[src/rtl/pulse_cmd_pkg.sv]
// Shared definitions for the pulse-board command protocol: control codes,
// frame length and the host-side sender state encoding.
package pulse_cmd_pkg;

    localparam logic [7:0] CONT_SET_DELAY     = 8'd0;
    localparam logic [7:0] CONT_SET_PERIOD    = 8'd1;
    localparam logic [7:0] CONT_SET_PULSE1    = 8'd2;
    localparam logic [7:0] CONT_SET_PULSE2    = 8'd3;
    localparam logic [7:0] CONT_TOGGLE_PULSE1 = 8'd4;
    localparam logic [7:0] CONT_SET_CPMG      = 8'd5;
    localparam logic [7:0] CONT_SET_ATT       = 8'd6;
    localparam logic [7:0] CONT_SET_NUTW      = 8'd7;
    localparam logic [7:0] CONT_SET_NUTD      = 8'd8;

    localparam int FRAME_BYTES = 5;

    typedef enum logic [2:0] {
        ST_IDLE      = 3'd0,
        ST_SEND      = 3'd1,
        ST_WAIT_BUSY = 3'd2,
        ST_WAIT_IDLE = 3'd3,
        ST_WAIT_ECHO = 3'd4,
        ST_CHECK     = 3'd5,
        ST_REPORT    = 3'd6
    } sender_state_t;

    typedef enum logic [1:0] {
        RES_MATCH    = 2'd0,
        RES_MISMATCH = 2'd1,
        RES_TIMEOUT  = 2'd2
    } echo_result_t;

    // Checksum covers the four value bytes only; the control byte is excluded.
    function automatic logic [7:0] value_checksum(input logic [31:0] v);
        return v[7:0] + v[15:8] + v[23:16] + v[31:24];
    endfunction

endpackage

[src/rtl/pulse_cmd_sender.sv]
// Host-side command initiator: serialises value (LSB first) plus control byte
// over a byte UART, then verifies the responder's checksum echo with retry.
module pulse_cmd_sender
    import pulse_cmd_pkg::*;
#(
    parameter int TIMEOUT_CYCLES = 100000,
    parameter int MAX_RETRIES    = 2
) (
    input  logic          clk,
    input  logic          rst_n,
    input  logic          cmd_valid,
    output logic          cmd_ready,
    input  logic [7:0]    cmd_control,
    input  logic [31:0]   cmd_value,
    output logic          transmit,
    output logic [7:0]    tx_byte,
    input  logic          is_transmitting,
    input  logic          received,
    input  logic [7:0]    rx_byte,
    input  logic          recv_error,
    output logic          busy,
    output logic          done,
    output logic          ok,
    output logic          err_checksum,
    output logic          err_timeout,
    output logic [1:0]    retries_used,
    output sender_state_t dbg_state
);

    localparam int         CNT_W    = (TIMEOUT_CYCLES > 1) ? $clog2(TIMEOUT_CYCLES) : 1;
    localparam logic [CNT_W-1:0] CNT_LAST = CNT_W'(TIMEOUT_CYCLES - 1);
    localparam logic [2:0] LAST_IDX = 3'(FRAME_BYTES - 1);
    localparam logic [1:0] MAX_R    = 2'(MAX_RETRIES);

    sender_state_t    state_q, state_d;
    echo_result_t     res_q;
    logic [31:0]      value_q;
    logic [7:0]       control_q;
    logic [7:0]       expected_q;
    logic [2:0]       idx_q;
    logic [CNT_W-1:0] cnt_q;
    logic [1:0]       retries_q;
    logic             ready_q;
    logic             rx_prev_q;
    logic             ok_q, err_cs_q, err_to_q;
    logic [7:0]       frame_byte;
    logic             rx_edge;
    logic             accept;
    logic             timeout_hit;

    // Handshake: a command transfers on a clock edge where cmd_valid && cmd_ready;
    // cmd_ready is high only while idle, so requests during a command are dropped.
    assign accept      = cmd_valid && ready_q && (state_q == ST_IDLE);
    assign rx_edge     = received && !rx_prev_q;
    assign timeout_hit = (cnt_q == CNT_LAST);

    always_comb begin
        case (idx_q)
            3'd0:    frame_byte = value_q[7:0];
            3'd1:    frame_byte = value_q[15:8];
            3'd2:    frame_byte = value_q[23:16];
            3'd3:    frame_byte = value_q[31:24];
            default: frame_byte = control_q;
        endcase
    end

    always_comb begin
        state_d  = state_q;
        transmit = 1'b0;
        tx_byte  = 8'h00;
        case (state_q)
            ST_IDLE: begin
                if (accept) state_d = ST_SEND;
            end
            ST_SEND: begin
                if (!is_transmitting) begin
                    transmit = 1'b1;
                    tx_byte  = frame_byte;
                    state_d  = ST_WAIT_BUSY;
                end
            end
            ST_WAIT_BUSY: begin
                if (is_transmitting) state_d = ST_WAIT_IDLE;
            end
            ST_WAIT_IDLE: begin
                if (!is_transmitting) state_d = (idx_q == LAST_IDX) ? ST_WAIT_ECHO : ST_SEND;
            end
            ST_WAIT_ECHO: begin
                if (rx_edge || recv_error || timeout_hit) state_d = ST_CHECK;
            end
            ST_CHECK: begin
                if (res_q == RES_MATCH || retries_q >= MAX_R) state_d = ST_REPORT;
                else                                          state_d = ST_SEND;
            end
            ST_REPORT: state_d = ST_IDLE;
            default:   state_d = ST_IDLE;
        endcase
    end

    always_ff @(posedge clk or negedge rst_n) begin
        if (!rst_n) begin
            state_q    <= ST_IDLE;
            res_q      <= RES_MATCH;
            value_q    <= '0;
            control_q  <= '0;
            expected_q <= '0;
            idx_q      <= '0;
            cnt_q      <= '0;
            retries_q  <= '0;
            ready_q    <= 1'b0;
            rx_prev_q  <= 1'b0;
            ok_q       <= 1'b0;
            err_cs_q   <= 1'b0;
            err_to_q   <= 1'b0;
        end else begin
            state_q   <= state_d;
            ready_q   <= (state_d == ST_IDLE);
            rx_prev_q <= received;

            if (accept) begin
                value_q    <= cmd_value;
                control_q  <= cmd_control;
                expected_q <= value_checksum(cmd_value);
                idx_q      <= '0;
                retries_q  <= '0;
                ok_q       <= 1'b0;
                err_cs_q   <= 1'b0;
                err_to_q   <= 1'b0;
            end

            if (state_q == ST_WAIT_IDLE && !is_transmitting && idx_q != LAST_IDX)
                idx_q <= idx_q + 3'd1;

            if (state_q == ST_WAIT_IDLE)      cnt_q <= '0;
            else if (state_q == ST_WAIT_ECHO) cnt_q <= cnt_q + CNT_W'(1);

            // A received edge takes priority over an error or timeout in the same cycle.
            if (state_q == ST_WAIT_ECHO) begin
                if (rx_edge)          res_q <= (rx_byte == expected_q) ? RES_MATCH : RES_MISMATCH;
                else if (recv_error)  res_q <= RES_MISMATCH;
                else if (timeout_hit) res_q <= RES_TIMEOUT;
            end

            if (state_q == ST_CHECK) begin
                idx_q <= '0;
                if (res_q != RES_MATCH && retries_q < MAX_R) begin
                    retries_q <= retries_q + 2'd1;
                end else begin
                    ok_q     <= (res_q == RES_MATCH);
                    err_cs_q <= (res_q == RES_MISMATCH);
                    err_to_q <= (res_q == RES_TIMEOUT);
                end
            end
        end
    end

    assign cmd_ready    = ready_q;
    assign busy         = (state_q != ST_IDLE) && (state_q != ST_REPORT);
    assign done         = (state_q == ST_REPORT);
    assign ok           = ok_q;
    assign err_checksum = err_cs_q;
    assign err_timeout  = err_to_q;
    assign retries_used = retries_q;
    assign dbg_state    = state_q;

endmodule

[config.mk]
export PLATFORM = sky130hd
export DESIGN_NAME = pulse_cmd_sender
export DESIGN_NICKNAME = d
export VERILOG_FILES = /design/src/rtl/pulse_cmd_pkg.sv /design/src/rtl/pulse_cmd_sender.sv
export SDC_FILE = /design/constraint.sdc
export NUM_CORES = 1
export LEC_CHECK = 0
export BUFFER_PORTS_ARGS = -buffer_cell sky130_fd_sc_hd__clkbuf_2
export CORE_MARGIN = 4
export CORE_UTILIZATION = 40
export DETAILED_ROUTE_END_ITERATION = 6
export GPL_TIMING_DRIVEN = 0
export PLACE_DENSITY = 0.71
export SYNTH_ARGS = -nofsm -noshare
export SYNTH_HDL_FRONTEND = slang
export SYNTH_SLANG_ARGS = --single-unit
export TNS_END_PERCENT = 10
[constraint.sdc]
create_clock -name clk -period 2 [get_ports clk]
set_input_delay 0.1 -clock clk [delete_from_list [all_inputs] [get_ports clk]]
set_output_delay 0.1 -clock clk [all_outputs]
set_load 0.01 [all_outputs]
# == Word-level counts from Yosys, hierarchy flattened ==
# Index checks and enable logic that the tools add are counted.
# op_classes
n_addsub,6
mul,0
div_mod_pow,0
n_lt_le_gt_ge,2
eq_ne,16
shift,0
n_mux,34
bitwise_logic,0
n_reduce_logical,22
# op_table
op,n
$mux 17,2
$pmux 8 s4,1
$mux 3,10
$add 8x8->8,3
$pmux 3 s6,1
$add 17x1->17 const B,1
$eq 17x17->1 const B,1
$mux 8,2
$eq 3x2->1 const B,4
$eq 3x3->1 const B,4
$mux 1,12
$mux 2,6
$logic_not 3->1,3
$reduce_bool 3->1,3
$eq 8x8->1,1
$logic_and 1x1->1,7
$eq 3x1->1 const B,2
$ne 3x3->1 const B,2
$reduce_bool 2->1,2
$add 3x1->3 const B,1
$logic_or 1x1->1,3
$add 2x1->2 const B,1
$eq 2x1->1 const B,1
$eq 2x2->1 const B,1
5 further kinds,6
# totals
reg_bits,80
latch_bits,0
mem_bits_rw,0
rom_bits,0
input_bits,54
out_inout_bits,20
word_cells,93
n_memories,0

# == Longest topological paths before layout ==
# Gate-level depths: netlist of the first run.
# logic_depth
ltp_word,7
ltp_mapped,11
mapped_depth_nobuf,11

# == Worst setup path after synthesis of the first run ==
# OpenSTA, ideal clock, no wires.
# synth_path
path_kind,input port to flip-flop
start,in cmd_value[1]
end,reg expected_q[7]
setup_ps,136
arrival_ps,2524
required_time_ps,1864
setup_slack_ps,-660
stages,11
n_path_buf,0
cell_sequence,inv_1 -> fa_1 -> fa_1 -> inv_1 -> ha_1 -> fa_1 -> a211oi_1 -> o21bai_1 -> a21oi_1 -> xnor2_1 -> o21ai_0
# synth_via
elab_chain_len,3
# synth_lines
element,line_no,rtl
start: declaration,pulse_cmd_sender.sv:14,"input logic [31:0] cmd_value,"
$add 8x8->8 (3 in a row),pulse_cmd_pkg.sv:35,return v[7:0] + v[15:8] + v[23:16] + v[31:24];
end signal: assignment,pulse_cmd_sender.sv:123,expected_q <= value_checksum(cmd_value);
end: declaration,pulse_cmd_sender.sv:39,logic [7:0] expected_q;
# No other way between the ends.
# A chain may end at the register's enable or synchronous reset.

# == Worst setup path after layout of the first run ==
# layout_path
start,reg idx_q[0]
end,out tx_byte[1]
# layout_via
elab_chain_len,4
elab_cells_between_ends,7
cone_classes,3 x eq/ne; 3 x mux; 1 x reduce/logical
# layout_lines
element,line_no,rtl
start: declaration,pulse_cmd_sender.sv:40,logic [2:0] idx_q;
start signal: assignment,pulse_cmd_sender.sv:132,idx_q <= idx_q + 3'd1;
$eq 3x2->1 (tied with other cells),pulse_cmd_sender.sv:58,case (idx_q)
$pmux 8 s4 *,pulse_cmd_sender.sv:58,
$mux 8 *,pulse_cmd_sender.sv:76,if (!is_transmitting) begin
$mux 8 *,pulse_cmd_sender.sv:71,case (state_q)
end: declaration,pulse_cmd_sender.sv:16,"output logic [7:0] tx_byte,"
# Every way passes the cells marked *; elsewhere a longest branch is shown, timed or not.

==> flow_metrics.env, run 1 <==
export IMPL_final_core_util_pct=51.7
export IMPL_num_rows=38
export IMPL_globalRouteTotalUtil_pct=18.9
export IMPL_hp_class="in2reg"
export IMPL_die_area_mm2=0.0128
export IMPL_hold_viol_final=0
export IMPL_finClkSkew_ns=0.0137
export IMPL_synth_xor_area_share_pct=3.57
export IMPL_rr_endpoint="expected_q[3]$_DFFE_PN0P_"
export IMPL_cts_root_buf="clkbuf_8"
export IMPL_avgSynthCellArea_um2=9.17
export IMPL_cap_violations=0
export IMPL_yosysTopAreaCell="dfrtp_1"
export IMPL_yosysSeqAreaShare_pct=45.3
export IMPL_synthSimpleGateAreaFrac_pct=19.0
export IMPL_path_depth=8
export IMPL_period_needed_ns=2.30
export IMPL_ys_top_cells_by_area="dfrtp_1 45%, nand2_1 9.2%, fa_1 6.3%, o21ai_0 5.2%, ha_1 4.0%"
export IMPL_portBuffers=73
export IMPL_cts_buffers=9
export IMPL_synth_mux_area_share_pct=0.906
export IMPL_intPower_mw=4.14
export IMPL_peakVddDrop_mv=0.511
export IMPL_rsz0062_at_grt="yes"
export IMPL_cp_end_kind="primary output"
export IMPL_clk_latency_ns=0.37
export IMPL_drive_above_1_share_pct=22.5
export IMPL_multi_input_area_mm2=0.00228
export IMPL_arrival_ns=2.20
export IMPL_antenna_found_initial=0
export IMPL_first_pass_iters=5
export IMPL_status="finished, violations left"
export IMPL_regArea_mm2=0.00200
export IMPL_combinationalPowerShare_pct=42.1
export IMPL_yosysMostFrequentCell="nand2_1"
export IMPL_gp_congestion=0.875
export IMPL_regToRegSetupSlack_ns=0.01
export IMPL_rr_worst_depth=7
export IMPL_p_total_mw=6.83
export IMPL_drt_initial_drc_count=267
export IMPL_crit_buf_inv=3
export IMPL_grt_max_degree=57
export IMPL_cpMaxStageDelayCell="dfrtp_2"
export IMPL_initial_core_util_pct=40.8
export IMPL_ant_nets=0
export IMPL_yosys_area_share_adder_pct=10.3
export IMPL_htree_levels=3
export IMPL_cp_required_ns=1.90
export IMPL_r2r_start="dbg_state[1]$_DFF_PN0_"
export IMPL_synth_compound_area_share_pct=14.7
export IMPL_fillers=998
export IMPL_die_width_um=113
export IMPL_wl_um=11700
export IMPL_fin_crit_sh_pct=115
export IMPL_path_delay_family="simple AND/OR/NAND/NOR gates"
export IMPL_p_per_area_mw_per_mm2=1220
export IMPL_core_area_mm2=0.0108
export IMPL_power_share_switching_pct=39.4
export IMPL_synth_top_area_share_pct=45.3
export IMPL_synthArstFlopShare_pct=100
export IMPL_worst_pin_slew_ns=0.620
export IMPL_relSlewSlack_pct=58.4
export IMPL_postCtsHoldBufs=17
export IMPL_timing_fmax_mhz=435
export IMPL_whs_ns=0.00364
export IMPL_p_switching_mw=2.69
export IMPL_synth_area_mm2=0.00442
export IMPL_synthesis_nets=564
export IMPL_n_antenna_cell=0
export IMPL_p_clk_share_pct=18.4
export IMPL_overflow=0
export IMPL_dpl_cell_area_mm2=0.00501
export IMPL_synth_ff_type="dfrtp_1"
export IMPL_cts_tree="yes"
export IMPL_crit_start="idx_q[0]$_DFFE_PN0P_"
export IMPL_syn_inst=482
export IMPL_cpPeakStageDelay_ns=0.46
export IMPL_startpoint_type="flip-flop"
export IMPL_area_delta_synth_final_pct=26.7
export IMPL_setup_worst_path_end="tx_byte[1]"
export IMPL_synth_edff_count=0
export IMPL_cp_max_fo=7
export IMPL_yosysWarnings=0
export IMPL_final_nets=668
export IMPL_finalWorstSetupSlack_ns=-0.300
export IMPL_io_pins=74
export IMPL_final_max_slew_viol_count=0
export IMPL_failed_checks="setup timing"
export IMPL_num_vias=3881
export IMPL_power_frac_seq_pct=39.4
export IMPL_p_leak_nw=2.73
export IMPL_die_y_um=113
export IMPL_ys_ff_latch=80
export IMPL_ys_types=50
export IMPL_dp_hpwl_um=8660
export IMPL_grt_pass1_wl_um=19400
export IMPL_crit_chain="inv_4, ha_4, or3_4, a21oi_4, buf_12, a221oi_2, nor2_1, buf_2"
export IMPL_critPathKind="reg2out"
export IMPL_clk_pin_slew_ns=0.10
export IMPL_finalInstanceArea_mm2=0.00560
export IMPL_clockBufferDepth=2
export IMPL_grt_pass1_vias=3991
export IMPL_vias_per_cell=5.31
export IMPL_synth_common_cells="108 x nand2_1, 80 x dfrtp_1, 46 x o21ai_0"
export IMPL_synth_top_family_by_area="simple AND/OR/NAND/NOR gates"
export IMPL_tns_ns=-2.62
export IMPL_clkSinkCount=80
export IMPL_route_detailed_drc=0
export IMPL_setup_viol=11
export IMPL_wl_per_cell_um=16.0
==> worst register-to-register path, delay by kind of cell, from the launching register on <==
| kind | cells | cell delay (ns) |
|---|---|---|
| buf+inv | 3 | 0.74 |
| flops | 1 | 0.40 |
| compound gates | 1 | 0.08 |
| simple gates | 3 | 0.63 |
==> cells in the final DEF, fill, tap and decap left out, types with 3 or more instances in the layout <==
cell type,Yosys,routed
nor4_1,4,4
o31ai_1,4,4
inv_4,0,3
nand2_1,108,108
nor3_1,4,4
a222oi_1,8,8
nand4b_1,4,4
nand4_1,9,9
xnor2_1,11,11
a21o_1,4,4
buf_6,2,4
clkbuf_8,0,10
fa_1,14,13
o21ai_0,46,44
nor2b_1,4,4
nor2_1,24,24
mux2i_1,4,4
o41ai_1,3,3
a31oi_1,3,3
a221oi_1,8,3
ha_4,0,5
a221oi_2,0,5
nand3_1,15,15
ha_1,14,8
buf_4,1,5
xor2_1,7,7
clkbuf_1,13,10
dfrtp_1,80,78
inv_1,45,38
clkbuf_2,0,64
a21oi_1,9,7
dlygate4sd3_1,0,17
buf_1,4,3
inv_2,0,3
buf_2,2,8
==> power groups by stage <==
stage	clock [mW]	sequential [mW]	combinational, mW
floorplan	0	2.58	1.69
global placement	0	2.63	2.34
detailed placement	0	2.68	2.44
CTS	1.28	2.66	2.64
global route	1.34	2.76	3.22
finish	1.26	2.69	2.88
==> what timing repair did <==
item | CTS | global route
resized for setup | 22 | 22
setup endpoints to repair | 13 | 60
buffers inserted | 1 | 5
pin swaps | 12 | 11
gates cloned | 0 | 0
endpoints found under the hold margin | 40 | 1
==> metal layers <==
metal,GRT usage (%),vias to the layer above,share of wire [%]
li1,-,1857,-
met1,25.4,1871,44
met2,31.0,140,48
met3,4.39,13,6.5
met4,4.57,0,1.4
met5,0,-,0
==> cells by family (layout without fill, tap and decap cells) <==
family	Yosys count	in the layout
buf+inv	67	176
compound gates	100	100
fa+ha+maj	28	28
mux	4	4
simple gates	185	185
xor+xnor	18	18
flops	80	80
==> worst min path at each step <==
stage | to | slack [ns] | start | depth (start not counted)
floorplan | cmd_ready$_DFF_PN0_ | -0.20 | rst_n | 0
global placement | rx_prev_q$_DFF_PN0_ | 0.22 | received | 1
detailed placement | cnt_q[2]$_DFFE_PN0P_ | 0.07 | rst_n | 1
CTS | value_q[0]$_DFFE_PN0P_ | 0.0003 | cmd_value[0] | 3
global route | value_q[17]$_DFFE_PN0P_ | -0.003 | cmd_value[17] | 3
finish | value_q[20]$_DFFE_PN0P_ | 0.004 | cmd_value[20] | 3
==> area by class of cell <==
type	instances	area share, %
clock inverters	5	1.14
flip-flops and latches	80	35.8
plain buffers	18	1.61
inverters	45	3.28
repair buffers	97	11.8
well taps	140	3.13
clock buffers	11	2.53
multi-input cells	335	40.8
==> state kept, by name (all words and copies together), names as in the netlist <==
register / flops
expected_q: 8
err_timeout: 1
err_checksum: 1
control_q: 8
res_q: 2
cnt_q: 17
ok: 1
retries_used: 2
value_q: 32
dbg_state: 3
idx_q: 3
cmd_ready: 1
rx_prev_q: 1
==> per-stage QoR <==
step	worst slack (ns)	std cells
finish	-0.300	731
global route	-0.405	731
CTS	-0.330	727
detailed placement	-0.745	696
global placement	-0.723	695
floorplan	-0.403	482
No activity file was read; power rests on OpenSTA's default activity.
==> run 2: changes to the inputs <==
Settings changed: REMOVE_ABC_BUFFERS set to 1.
==> run 2 against run 1 <==
  * The flow still finishes with violations (setup timing)
  * Fmax is 2.6% higher
  * Critical path depth stayed put
  * Clock power is 9.5% higher
  * Sequential power is 2% higher
  * Core utilization is 0.081 points higher
  * First-iteration DRC count is 40% lower
  * Flip-flop and latch count stayed put
  * Hold slack better by 0.030 ns
  * Combinational power hardly changed
  * Critical endpoint is now tx_byte[5]
  * Largest power group unchanged
==> flow_metrics.env, run 2 (same netlist as run 1, synthesis figures left out) <==
export IMPL_p_leak_nw=2.77
export IMPL_peakVddDrop_mv=0.550
export IMPL_n_antenna_cell=0
export IMPL_combinationalPowerShare_pct=40.8
export IMPL_critPathKind="reg2out"
export IMPL_globalRouteTotalUtil_pct=17.7
export IMPL_hp_class="in2reg"
export IMPL_rr_worst_depth=5
export IMPL_route_detailed_drc=0
export IMPL_vias_per_cell=5.18
export IMPL_arrival_ns=2.14
export IMPL_timing_fmax_mhz=446
export IMPL_p_switching_mw=2.60
export IMPL_num_vias=3753
export IMPL_power_frac_seq_pct=39.3
export IMPL_intPower_mw=4.38
export IMPL_startpoint_type="flip-flop"
export IMPL_htree_levels=3
export IMPL_cp_required_ns=1.90
export IMPL_area_delta_synth_final_pct=26.9
export IMPL_final_cell_mix="108 x nand2_1, 77 x dfrtp_1, 65 x clkbuf_2"
export IMPL_ant_nets=0
export IMPL_finalInstanceArea_mm2=0.00561
export IMPL_final_max_slew_viol_count=0
export IMPL_clockBufferDepth=2
export IMPL_grt_max_degree=60
export IMPL_largest_register="value_q"
export IMPL_r2r_start="dbg_state[2]$_DFF_PN0_"
export IMPL_final_nets=663
export IMPL_drive_above_1_share_pct=23.5
export IMPL_num_rows=38
export IMPL_path_delay_family="simple AND/OR/NAND/NOR gates"
export IMPL_relSlewSlack_pct=61.2
export IMPL_rsz0062_at_grt="yes"
export IMPL_initial_core_util_pct=40.8
export IMPL_crit_start="idx_q[1]$_DFFE_PN0P_"
export IMPL_fin_crit_sh_pct=112
export IMPL_setup_worst_path_end="tx_byte[5]"
export IMPL_power_share_switching_pct=37.2
export IMPL_overflow=0
export IMPL_p_clk_share_pct=19.8
export IMPL_hold_viol_final=0
export IMPL_p_total_mw=6.98
export IMPL_cts_root_buf="clkbuf_8"
export IMPL_failed_checks="setup timing"
export IMPL_setup_viol=11
export IMPL_cp_end_kind="primary output"
export IMPL_grt_pass1_vias=3926
export IMPL_wl_per_cell_um=14.9
export IMPL_finClkSkew_ns=0.00629
export IMPL_dpl_cell_area_mm2=0.00493
export IMPL_wl_um=10800
export IMPL_rr_endpoint="res_q[0]$_DFFE_PN0P_"
export IMPL_regToRegSetupSlack_ns=0.11
export IMPL_crit_buf_inv=3
export IMPL_status="finished, violations left"
export IMPL_clk_pin_slew_ns=0.07
export IMPL_worst_pin_slew_ns=0.579
export IMPL_die_area_mm2=0.0128
export IMPL_instances_no_fill=724
export IMPL_final_common_cell="nand2_1"
export IMPL_antenna_found_initial=0
export IMPL_gp_congestion=0.854
export IMPL_cts_tree="yes"
export IMPL_core_area_mm2=0.0108
export IMPL_cap_violations=0
export IMPL_period_needed_ns=2.24
export IMPL_io_pins=74
export IMPL_drt_initial_drc_count=161
export IMPL_cts_buffers=9
export IMPL_first_pass_iters=5
export IMPL_largestRegisters="value_q x32, cnt_q x17"
export IMPL_cpPeakStageDelay_ns=0.39
export IMPL_whs_ns=0.0337
export IMPL_grt_pass1_wl_um=18500
export IMPL_die_y_um=113
export IMPL_path_depth=8
export IMPL_portBuffers=73
export IMPL_largest_reg_flops=32
export IMPL_finalWorstSetupSlack_ns=-0.242
export IMPL_dp_hpwl_um=7720
export IMPL_cpMaxStageDelayCell="dfrtp_1"
export IMPL_place_inst=677
export IMPL_clk_latency_ns=0.35
export IMPL_clkSinkCount=80
export IMPL_die_width_um=113
export IMPL_cp_max_fo=6
export IMPL_p_per_area_mw_per_mm2=1240
export IMPL_crit_chain="buf_6, ha_4, or3_4, a21oi_4, buf_12, a221oi_2, nor2_1, clkbuf_2"
run 2: changes by cell type in the layout (fill, tap and decap cells not counted), sizes merged:
| cell | delta |
|---|---|
| inv | -1 |
| dlygate4sd3 | +1 |
| clkinvlp | -1 |
| clkbuf | -9 |
| buf | +2 |
| bufinv | +2 |
| clkinv | -1 |
run 2: repair_timing:
item | in CTS | in global routing
hold endpoints to repair | 38 | 0
gates resized for setup | 24 | 18
setup buffers | 12 | 3
endpoints found under the setup margin | 56 | 35
hold buffers | 18 | 0
pin swaps | 16 | 7
run 2: area by class of cell:
cell class / instances / area, um2
well taps: 140 / 175
clock inverters: 4 / 95.1
repair buffers: 110 / 756
clock buffers: 10 / 128
inverters: 45 / 169
flip-flops and latches: 80 / 2010
multi-input cells: 335 / 2280
fillers: 987 / 5230
run 2: through the flow:
stage	utilization (%)	worst slack, ns	TNS [ns]
3_5_place_dp	45.5	-0.909	-4.85
5_1_grt	51.7	-0.358	-3.69
6_report	51.7	-0.242	-2.28
2_1_floorplan	-	-1.45	-56.44
3_3_place_gp	44.8	-2.58	-120.48
4_1_cts	51.2	-0.276	-2.46
run 2: worst min path at each step:
| stage | startpoint | to | slack [ns] | cells after the start |
|---|---|---|---|---|
| floorplan | rst_n | cmd_ready$_DFF_PN0_ | -0.20 | 0 |
| global placement | received | rx_prev_q$_DFF_PN0_ | 0.22 | 1 |
| detailed placement | rst_n | cnt_q[10]$_DFFE_PN0P_ | 0.05 | 1 |
| CTS | cmd_value[14] | value_q[14]$_DFFE_PN0P_ | 0.03 | 3 |
| global route | cmd_value[22] | value_q[22]$_DFFE_PN0P_ | 0.04 | 3 |
| finish | cmd_value[17] | value_q[17]$_DFFE_PN0P_ | 0.03 | 3 |
run 2: worst min-delay path, cell delays in order:
cell and delay (ns):
clkbuf_2 0.09, inv_2 0.06, o21ai_0 0.08
run 2: metal layers:
metal  track usage, %  vias up  part of all wire (%)
li1                 -     1843                     -
met1             23.5     1794                    44
met2             30.1      102                    49
met4             4.65        0                   1.3
met5                0        -                     0
met3             3.21       14                   5.1
run 2: power groups by stage:
stage | Clock, mW | Combinational, mW | Sequential [mW]
floorplan | 0 | 1.57 | 2.64
global placement | 0 | 2.20 | 2.70
detailed placement | 0 | 2.29 | 2.74
CTS | 1.41 | 2.77 | 2.73
global route | 1.48 | 3.22 | 2.82
finish | 1.38 | 2.85 | 2.75
